--- src/rtl/mux4_rr_arbiter.sv ---
// -----------------------------------------------------------------------------
// mux4_rr_arbiter
//
// Round-robin arbiter for a shared 4:1 selection datapath. It grants the mux
// select lines to one of four requesters at a time. An owner keeps the grant
// for at most HOLD_MAX consecutive cycles while anyone else is waiting. The
// selected channel data is registered one cycle after the grant.
//
// Parameters:
//   W         data width of each channel and of dout
//   HOLD_MAX  max consecutive grant cycles under contention (1..255)
//
// Ports:
//   clk         single clock, all state on the rising edge
//   rst_n       asynchronous active-low reset
//   req[3:0]    level-sensitive per-channel requests
//   din0..din3  channel data inputs
//   gnt[3:0]    registered one-hot grant, all-zero when idle
//   sel[1:0]    registered binary index of the current or last owner
//   busy        high while in the GRANT state
//   dout        registered din[sel], loaded on every granted cycle
//   dout_valid  registered copy of (gnt != 0)
// -----------------------------------------------------------------------------
module mux4_rr_arbiter #(
  parameter int W        = 1,
  parameter int HOLD_MAX = 8
) (
  input  logic         clk,
  input  logic         rst_n,
  input  logic [3:0]   req,
  input  logic [W-1:0] din0,
  input  logic [W-1:0] din1,
  input  logic [W-1:0] din2,
  input  logic [W-1:0] din3,
  output logic [3:0]   gnt,
  output logic [1:0]   sel,
  output logic         busy,
  output logic [W-1:0] dout,
  output logic         dout_valid
);

  localparam logic [7:0] HOLD_MAX_C = 8'(HOLD_MAX);

  typedef enum logic [0:0] {
    ST_IDLE  = 1'b0,
    ST_GRANT = 1'b1
  } state_t;

  state_t       state_r;
  state_t       state_n_s;
  logic [3:0]   gnt_r;
  logic [3:0]   gnt_n_s;
  logic [1:0]   sel_r;
  logic [1:0]   sel_n_s;
  logic [1:0]   last_r;
  logic [1:0]   last_n_s;
  logic [7:0]   hold_cnt_r;
  logic [7:0]   hold_n_s;
  logic         busy_r;
  logic [W-1:0] dout_r;
  logic         dout_valid_r;
  logic [3:0]   others_s;
  logic [3:0]   pick_src_s;
  logic [1:0]   win_s;
  logic [W-1:0] din_sel_s;

  // First set bit of cand, searching upward from after+1 and wrapping.
  // Callers only use the result when cand is non-zero.
  function automatic logic [1:0] rr_pick(input logic [3:0] cand,
                                         input logic [1:0] after);
    logic [1:0] idx;
    logic [1:0] pick;
    logic       found;
    pick  = after + 2'd1;
    found = 1'b0;
    for (int k = 1; k <= 4; k++) begin
      idx = after + 2'(k);
      if (!found && cand[idx]) begin
        pick  = idx;
        found = 1'b1;
      end
    end
    return pick;
  endfunction

  // Requests from everyone but the owner, and the winner of the search.
  // In GRANT last_r is the current owner; searching only others_s keeps a
  // forcibly rotated owner from being re-granted on the same edge.
  always_comb begin
    others_s   = req & ~(4'b0001 << last_r);
    pick_src_s = (state_r == ST_IDLE) ? req : others_s;
    win_s      = rr_pick(pick_src_s, last_r);
  end

  // Next-state and next-grant decision.
  always_comb begin
    state_n_s = state_r;
    gnt_n_s   = gnt_r;
    sel_n_s   = sel_r;
    last_n_s  = last_r;
    hold_n_s  = hold_cnt_r;
    case (state_r)
      ST_IDLE: begin
        if (req != 4'b0000) begin
          state_n_s = ST_GRANT;
          gnt_n_s   = 4'b0001 << win_s;
          sel_n_s   = win_s;
          last_n_s  = win_s;
          hold_n_s  = 8'd1;
        end else begin
          state_n_s = ST_IDLE;
        end
      end
      ST_GRANT: begin
        if (req[last_r] && ((hold_cnt_r < HOLD_MAX_C) || (others_s == 4'b0000))) begin
          // Keep the owner; the counter saturates so an uncontested owner
          // can hold forever without wrapping.
          if (hold_cnt_r < HOLD_MAX_C) begin
            hold_n_s = hold_cnt_r + 8'd1;
          end else begin
            hold_n_s = hold_cnt_r;
          end
        end else if (others_s != 4'b0000) begin
          // Forced rotation or voluntary handover, both without a bubble.
          gnt_n_s  = 4'b0001 << win_s;
          sel_n_s  = win_s;
          last_n_s = win_s;
          hold_n_s = 8'd1;
        end else begin
          // Nobody left; sel and last keep their values.
          state_n_s = ST_IDLE;
          gnt_n_s   = 4'b0000;
        end
      end
      default: begin
        state_n_s = ST_IDLE;
        gnt_n_s   = 4'b0000;
      end
    endcase
  end

  // Mux of channel data by the registered select.
  always_comb begin
    case (sel_r)
      2'd0:    din_sel_s = din0;
      2'd1:    din_sel_s = din1;
      2'd2:    din_sel_s = din2;
      2'd3:    din_sel_s = din3;
      default: din_sel_s = din0;
    endcase
  end

  // State, grant and data registers.
  always_ff @(posedge clk or negedge rst_n) begin
    if (!rst_n) begin
      state_r      <= ST_IDLE;
      gnt_r        <= 4'b0000;
      sel_r        <= 2'd0;
      last_r       <= 2'd3;   // channel 0 searched first after reset
      hold_cnt_r   <= 8'd0;
      busy_r       <= 1'b0;
      dout_r       <= '0;
      dout_valid_r <= 1'b0;
    end else begin
      state_r      <= state_n_s;
      gnt_r        <= gnt_n_s;
      sel_r        <= sel_n_s;
      last_r       <= last_n_s;
      hold_cnt_r   <= hold_n_s;
      busy_r       <= (state_n_s == ST_GRANT);
      dout_valid_r <= (gnt_r != 4'b0000);
      if (gnt_r != 4'b0000) begin
        dout_r <= din_sel_s;
      end else begin
        dout_r <= dout_r;
      end
    end
  end

  assign gnt        = gnt_r;
  assign sel        = sel_r;
  assign busy       = busy_r;
  assign dout       = dout_r;
  assign dout_valid = dout_valid_r;

endmodule

--- config.mk ---
export PLATFORM = sky130hd
export DESIGN_NAME = mux4_rr_arbiter
export DESIGN_NICKNAME = d
export VERILOG_FILES = /design/src/rtl/mux4_rr_arbiter.sv
export SDC_FILE = /design/constraint.sdc
export NUM_CORES = 1
export LEC_CHECK = 0
export BUFFER_PORTS_ARGS = -buffer_cell sky130_fd_sc_hd__buf_2
export CORE_MARGIN = 2
export CORE_UTILIZATION = 32
export CTS_BUF_LIST = sky130_fd_sc_hd__clkbuf_8 sky130_fd_sc_hd__clkbuf_16
export DETAILED_ROUTE_END_ITERATION = 10
export SLEW_MARGIN = 25
export SYNTH_ARGS = -nofsm -noshare
export SYNTH_HDL_FRONTEND = slang
export SYNTH_SLANG_ARGS = --single-unit
--- constraint.sdc ---
create_clock -name clk -period 2.4 [get_ports clk]
set_input_delay 0.12 -clock clk [delete_from_list [all_inputs] [get_ports clk]]
set_output_delay 0.12 -clock clk [all_outputs]
set_load 0.005 [all_outputs]
==> results_dict.tcl, run 1 <==
set metrics [dict create \
    numCtsBuffers 3 \
    outcome "finished, final reports clean" \
    avgSynthCellArea_um2 10.53 \
    powerDensity_nw_per_um2 1395 \
    rsz0062_at_grt "no" \
    cts_tree "built" \
    reg2regPathDepth 8 \
    grt_usage 0.1224 \
    clkTransAtPathRegs_ns 0.07 \
    hold_ws_ns 0.3226 \
    nNetsFinal 152 \
    fin_util 0.3924 \
    drt_first_iter_violations 28 \
    crit_chain "inv_2 -> ha_1 -> a21bo_1 -> mux2_4 -> a211oi_4 -> a31oi_4 -> xnor2_2 -> a22o_1" \
    synth_most_common_cell "dfrtp_1" \
    ys_seq_area_frac 0.4051 \
    fillCellCount 375 \
    synth_common_cells "dfrtp_1 (17), nand2_1 (15), nor2_1 (7), ha_1 (5), nand3_1 (5)" \
    fp.dieW_um 64.72 \
    ir_worst_vdd_uv 573.1 \
    post_cts_buffers 0 \
    drive_above_1_share 0.3456 \
    vias 922 \
    final-setup-viol-count 0 \
    critPathRequiredTime_ns 2.55 \
    worst_setup_path_endpoint "gnt[2]" \
    power_leakage_nw 0.6306 \
    grt_pass1_vias 888 \
    critPathLaunchType "flip-flop" \
    netlist_area_um2 1180 \
    worst_slew_pin_slew_ns 0.6106 \
    reg2reg_slack_ns 0.17 \
    drc 0 \
    synth_cells 112 \
    max_stage_delay_ns 0.59 \
    ant_nets 0 \
    crit_start "last_r[1]" \
    gp_congestion 0.8192 \
    fp-row-count 22 \
    wire_per_inst_um 12.79 \
    antenna_found_initial 0 \
    clock_sinks 19 \
    ios 19 \
    diodes 0 \
    cp_data_arrival_time_ns 2.37 \
    synthTopCellsByArea "dfrtp_1 (36%), ha_1 (5.3%), nand2_1 (4.8%)" \
    clk_path_buf_depth 2 \
    wl_um 2354 \
    dpl_cell_area_um2 1330 \
    criticalPathCategory "reg2reg" \
    cp-end-kind "flip-flop" \
    path_max_fanout 5 \
    regToRegEndpoint "gnt[2]" \
    drv_cap 0 \
    yosysWarningCount 0 \
    cp.depth 8 \
    fp.coreArea_um2 3606 \
    synth_cell_type_count 43 \
    critical-path-top-delay-family "compound AO/OA/AOI/OAI gates" \
    gr-total-overflow 0 \
    ys.flop_type "dfrtp_1" \
    cp_slowest_cell "dfstp_2" \
    drt_pass1_iterations 4 \
    synth_seq_cells 19 \
    dp_hpwl_um 1830 \
    slew_violations 0 \
    syn-num-nets 127 \
    htreeDepth 1 \
    grt_max_degree 20 \
    grt_pass1_wl_um 3953 \
    final.setup.tns_ns 0 \
    reg2reg_from "last_r[1]" \
    ys_async_sr_fraction 1.000 \
    synth-edff-count 0 \
    synth_top_area_cell "dfrtp_1" \
    start_util 0.3272 \
    clock_skew_ns 0.004064 \
    die_y_um 64.72 \
    root_buffer "clkbuf_8" \
    max_freq_mhz 448.6 \
    clk_latency_ns 0.25 \
    slew_headroom 0.5892 \
    fin_crit_ns 2.229 \
    io_buffers 18 \
    viasPerCell 5.011 \
    worst_hold_path_type "in2reg" \
    dieArea_um2 4189 \
    period_share 0.9288 \
    syn_to_final_growth_pct 19.94 \
    hold_viol 0 \
    synth_top_area_share 0.3606 \
    stdcell_area_um2 1415 \
    cp.buffers_inverters 1 \
]
-- registers in the layout, summed over array words and instances (netlist names) --
| register | cells |
|---|---|
| sel | 2 |
| dout | 1 |
| dout_valid | 1 |
| busy | 1 |
| hold_cnt_r | 8 |
| last_r | 2 |
| gnt | 4 |
-- metrics by stage --
step,power (mW),setup WS [ns],cells
floorplan,1.429,0.1917,112
global placement,1.660,0.1825,179
detailed placement,1.690,0.1344,179
CTS,1.917,0.1195,184
global route,2.153,0.05888,184
finish,1.975,0.1709,184
-- where the power goes --
group	leakage (nW)	internal [mW]	switching [mW]
Combinational	0.367	0.583	0.635
Clock	0.0269	0.114	0.102
Sequential	0.237	0.447	0.0950
-- cell usage in the layout, fill, tap and decap left out, types with 2 or more instances in the layout --
cell type / synthesis / routed
nand3_1: 5 / 5
buf_2: 0 / 18
mux4_2: 2 / 2
a21oi_1: 4 / 4
a22o_1: 2 / 2
ha_1: 5 / 5
inv_1: 4 / 4
o21ai_0: 3 / 3
o21ai_1: 2 / 2
buf_4: 0 / 3
nand2_1: 15 / 15
dfrtp_1: 17 / 17
o21a_1: 3 / 3
a21bo_1: 2 / 2
xnor2_1: 2 / 2
and2_1: 3 / 3
a21o_2: 2 / 2
dfstp_2: 2 / 2
clkbuf_8: 0 / 3
nor2_1: 7 / 7
inv_2: 1 / 2
nor3_1: 2 / 2
nor2b_1: 4 / 4
-- how the worst min path moves through the flow --
stage               startpoint             to  slack [ns]  depth (start not counted)
floorplan                rst_n           busy       -0.18                          0
finish                  req[3]           busy        0.32                          4
global route            req[3]           busy        0.34                          4
CTS                     req[3]           busy        0.32                          4
global placement         rst_n  hold_cnt_r[3]        0.08                          1
detailed placement       rst_n  hold_cnt_r[2]        0.09                          1
-- cell families (layout without fill, tap and decap cells) --
logic type	Yosys count	count (layout)	share of synthesized area
flops	19	19	0.4051
fa+ha+maj	5	5	0.05302
compound gates	28	28	0.2110
simple gates	43	43	0.1761
buf+inv	7	31	0.03499
mux	6	6	0.08377
xor+xnor	4	4	0.03606
-- metal layers --
metal / part of all wire / up-vias / GRT usage
met2: 0.49 / 22 / 0.2010
met4: 0.020 / 0 / 0.07181
met5: 0 / - / 0
met1: 0.45 / 453 / 0.1544
li1: - / 443 / -
met3: 0.038 / 4 / 0.01389
-- tightest hold or removal path: stages --
cell and delay (ns):
buf_2 0.14, a2111oi_4 0.10, nand2_1 0.08, o21a_1 0.10
-- layout make-up --
class / instances / area [µm²] / share of cell area
clock inverters: 1 / 3.754 / 0.002653
repair buffers: 22 / 122.6 / 0.08665
well taps: 48 / 60.06 / 0.04244
multi-input cells: 86 / 690.7 / 0.4881
inverters: 5 / 18.77 / 0.01326
flip-flops and latches: 19 / 478.0 / 0.3378
clock buffers: 3 / 41.29 / 0.02918
-- repair_timing --
item,CTS,global route
endpoints found under the setup margin,0,2
hold buffers,1,0
resized for setup,0,5
endpoints found under the hold margin,17,0
(Power assumes the default switching activity.)
==> inputs of run 2 (changes only) <==
--- a/config.mk
+++ b/config.mk
@@ -6,9 +6,9 @@
 export NUM_CORES = 1
 export LEC_CHECK = 0
 export BUFFER_PORTS_ARGS = -buffer_cell sky130_fd_sc_hd__buf_2
-export CORE_MARGIN = 2
 export CORE_UTILIZATION = 32
 export CTS_BUF_LIST = sky130_fd_sc_hd__clkbuf_8 sky130_fd_sc_hd__clkbuf_16
+export CTS_CLUSTER_SIZE = 24
 export DETAILED_ROUTE_END_ITERATION = 10
 export SLEW_MARGIN = 25
 export SYNTH_ARGS = -nofsm -noshare
==> run 2 against run 1 <==
Sequential power up 2%. Core utilization is 2.1 points higher. Clock skew is 0.0016 ns higher. Register-to-register slack worse by 0.08 ns.
==> results_dict.tcl, run 2 (synthesis gave the netlist of run 1 again) <==
set metrics [dict create \
    final-setup-viol-count 0 \
    reg2regPathDepth 8 \
    clkTransAtPathRegs_ns 0.08 \
    clock_sinks 19 \
    worst_hold_path_type "in2async" \
    regToRegEndpoint "gnt[3]" \
    syn_to_final_growth_pct 20.47 \
    final.setup.tns_ns 0 \
    fin_crit_ns 2.309 \
    io_buffers 18 \
    diodes 0 \
    outcome "finished, final reports clean" \
    reg2reg_slack_ns 0.09 \
    dieArea_um2 3934 \
    drive_above_1_share 0.3504 \
    clk_latency_ns 0.26 \
    reg2reg_from "last_r[1]" \
    criticalPathCategory "reg2reg" \
    dp_hpwl_um 1744 \
    crit_start "last_r[1]" \
    fp.coreArea_um2 3442 \
    ios 19 \
    ir_worst_vdd_uv 638.7 \
    vias 900 \
    clock_skew_ns 0.005619 \
    final_cell_mix "buf_2 (18), dfrtp_1 (17), nand2_1 (15)" \
    final_cells 183 \
    wl_um 2307 \
    placed_cells 178 \
    fp-row-count 21 \
    cts_tree "built" \
    ant_nets 0 \
    largest_register_ff_count 8 \
    wire_per_inst_um 12.61 \
    worst_setup_path_endpoint "gnt[3]" \
    cp_data_arrival_time_ns 2.46 \
    grt_max_degree 20 \
    die_y_um 62.72 \
    clk_path_buf_depth 2 \
    grt_pass1_vias 868 \
    period_share 0.9622 \
    cp-end-kind "flip-flop" \
    viasPerCell 4.918 \
    slew_violations 0 \
    dpl_cell_area_um2 1335 \
    gr-total-overflow 0 \
    drt_first_iter_violations 52 \
    max_freq_mhz 433.0 \
    stdcell_area_um2 1421 \
    regMostFlops "hold_cnt_r" \
    drc 0 \
    slew_headroom 0.7233 \
    power_leakage_nw 0.6341 \
    drv_cap 0 \
    final_common_cell "buf_2" \
    critPathRequiredTime_ns 2.55 \
    path_max_fanout 5 \
    root_buffer "clkbuf_8" \
    antenna_found_initial 0 \
    numCtsBuffers 3 \
    grt_usage 0.1255 \
    post_cts_buffers 0 \
    fillCellCount 333 \
    worst_slew_pin_slew_ns 0.4151 \
    start_util 0.3428 \
    grt_pass1_wl_um 3898 \
    hold_viol 0 \
    fin_util 0.4129 \
    powerDensity_nw_per_um2 1398 \
    nNetsFinal 153 \
    critPathLaunchType "flip-flop" \
    gp_congestion 0.8149 \
    fp.dieW_um 62.72 \
    htreeDepth 1 \
    drt_pass1_iterations 2 \
]
## run 2: report_power, final
part / internal [mW] / leakage, nW / switching [mW]
Combinational: 0.587 / 0.372 / 0.623
Clock: 0.115 / 0.0255 / 0.109
Sequential: 0.448 / 0.237 / 0.105
Total: 1.15 / 0.634 / 0.837
## run 2: stage by stage
stage	total power, mW	hold slack (ns)	worst slack, ns
6_report	1.987	0.3164	0.09075
5_1_grt	2.155	0.3290	-0.0002629
4_1_cts	1.928	0.3136	0.08340
3_5_place_dp	1.696	0.08645	0.1023
3_3_place_gp	1.666	0.07984	0.1708
2_1_floorplan	1.429	-0.1756	0.1917
## run 2: final cells by class
| type | count | area (µm²) | area share |
|---|---|---|---|
| clock buffer | 3 | 41.29 | 0.02905 |
| clock inverter | 1 | 5.005 | 0.003521 |
| inverter | 5 | 18.77 | 0.01320 |
| multi-input combinational | 86 | 690.7 | 0.4859 |
| sequential | 19 | 478.0 | 0.3363 |
| tap | 46 | 57.56 | 0.04049 |
| timing repair buffer | 23 | 130.1 | 0.09155 |
## run 2: worst max-delay path, stage by stage, from the launching register on
cell,delay (ns)
dfstp_2,0.59
inv_1,0.14
ha_1,0.23
a21bo_1,0.22
mux2_4,0.32
a211oi_4,0.25
a31oi_4,0.07
xnor2_1,0.17
a22o_1,0.21
## run 2: how the worst min path moves through the flow
stage / from / cells after the start / endpoint / slack, ns
6_report: rst_n / 2 / gnt[3] / 0.32
5_1_grt: din0 / 3 / dout / 0.33
4_1_cts: req[0] / 4 / busy / 0.31
3_5_place_dp: rst_n / 1 / hold_cnt_r[4] / 0.09
3_3_place_gp: rst_n / 1 / hold_cnt_r[1] / 0.08
2_1_floorplan: rst_n / 0 / busy / -0.18
## run 2: timing repair
action,in CTS,in global routing
gates resized for setup,0,4
setup endpoints to repair,0,2
hold buffers,1,0
hold endpoints to repair,17,0
## run 2: layer usage
metal / GRT usage / up-vias / wire length, µm
met1: 0.1604 / 430 / 1149
met5: 0 / - / 0
met3: 0.02372 / 5 / 70
met4: 0.05233 / 0 / 36
li1: - / 448 / -
met2: 0.2065 / 17 / 1050
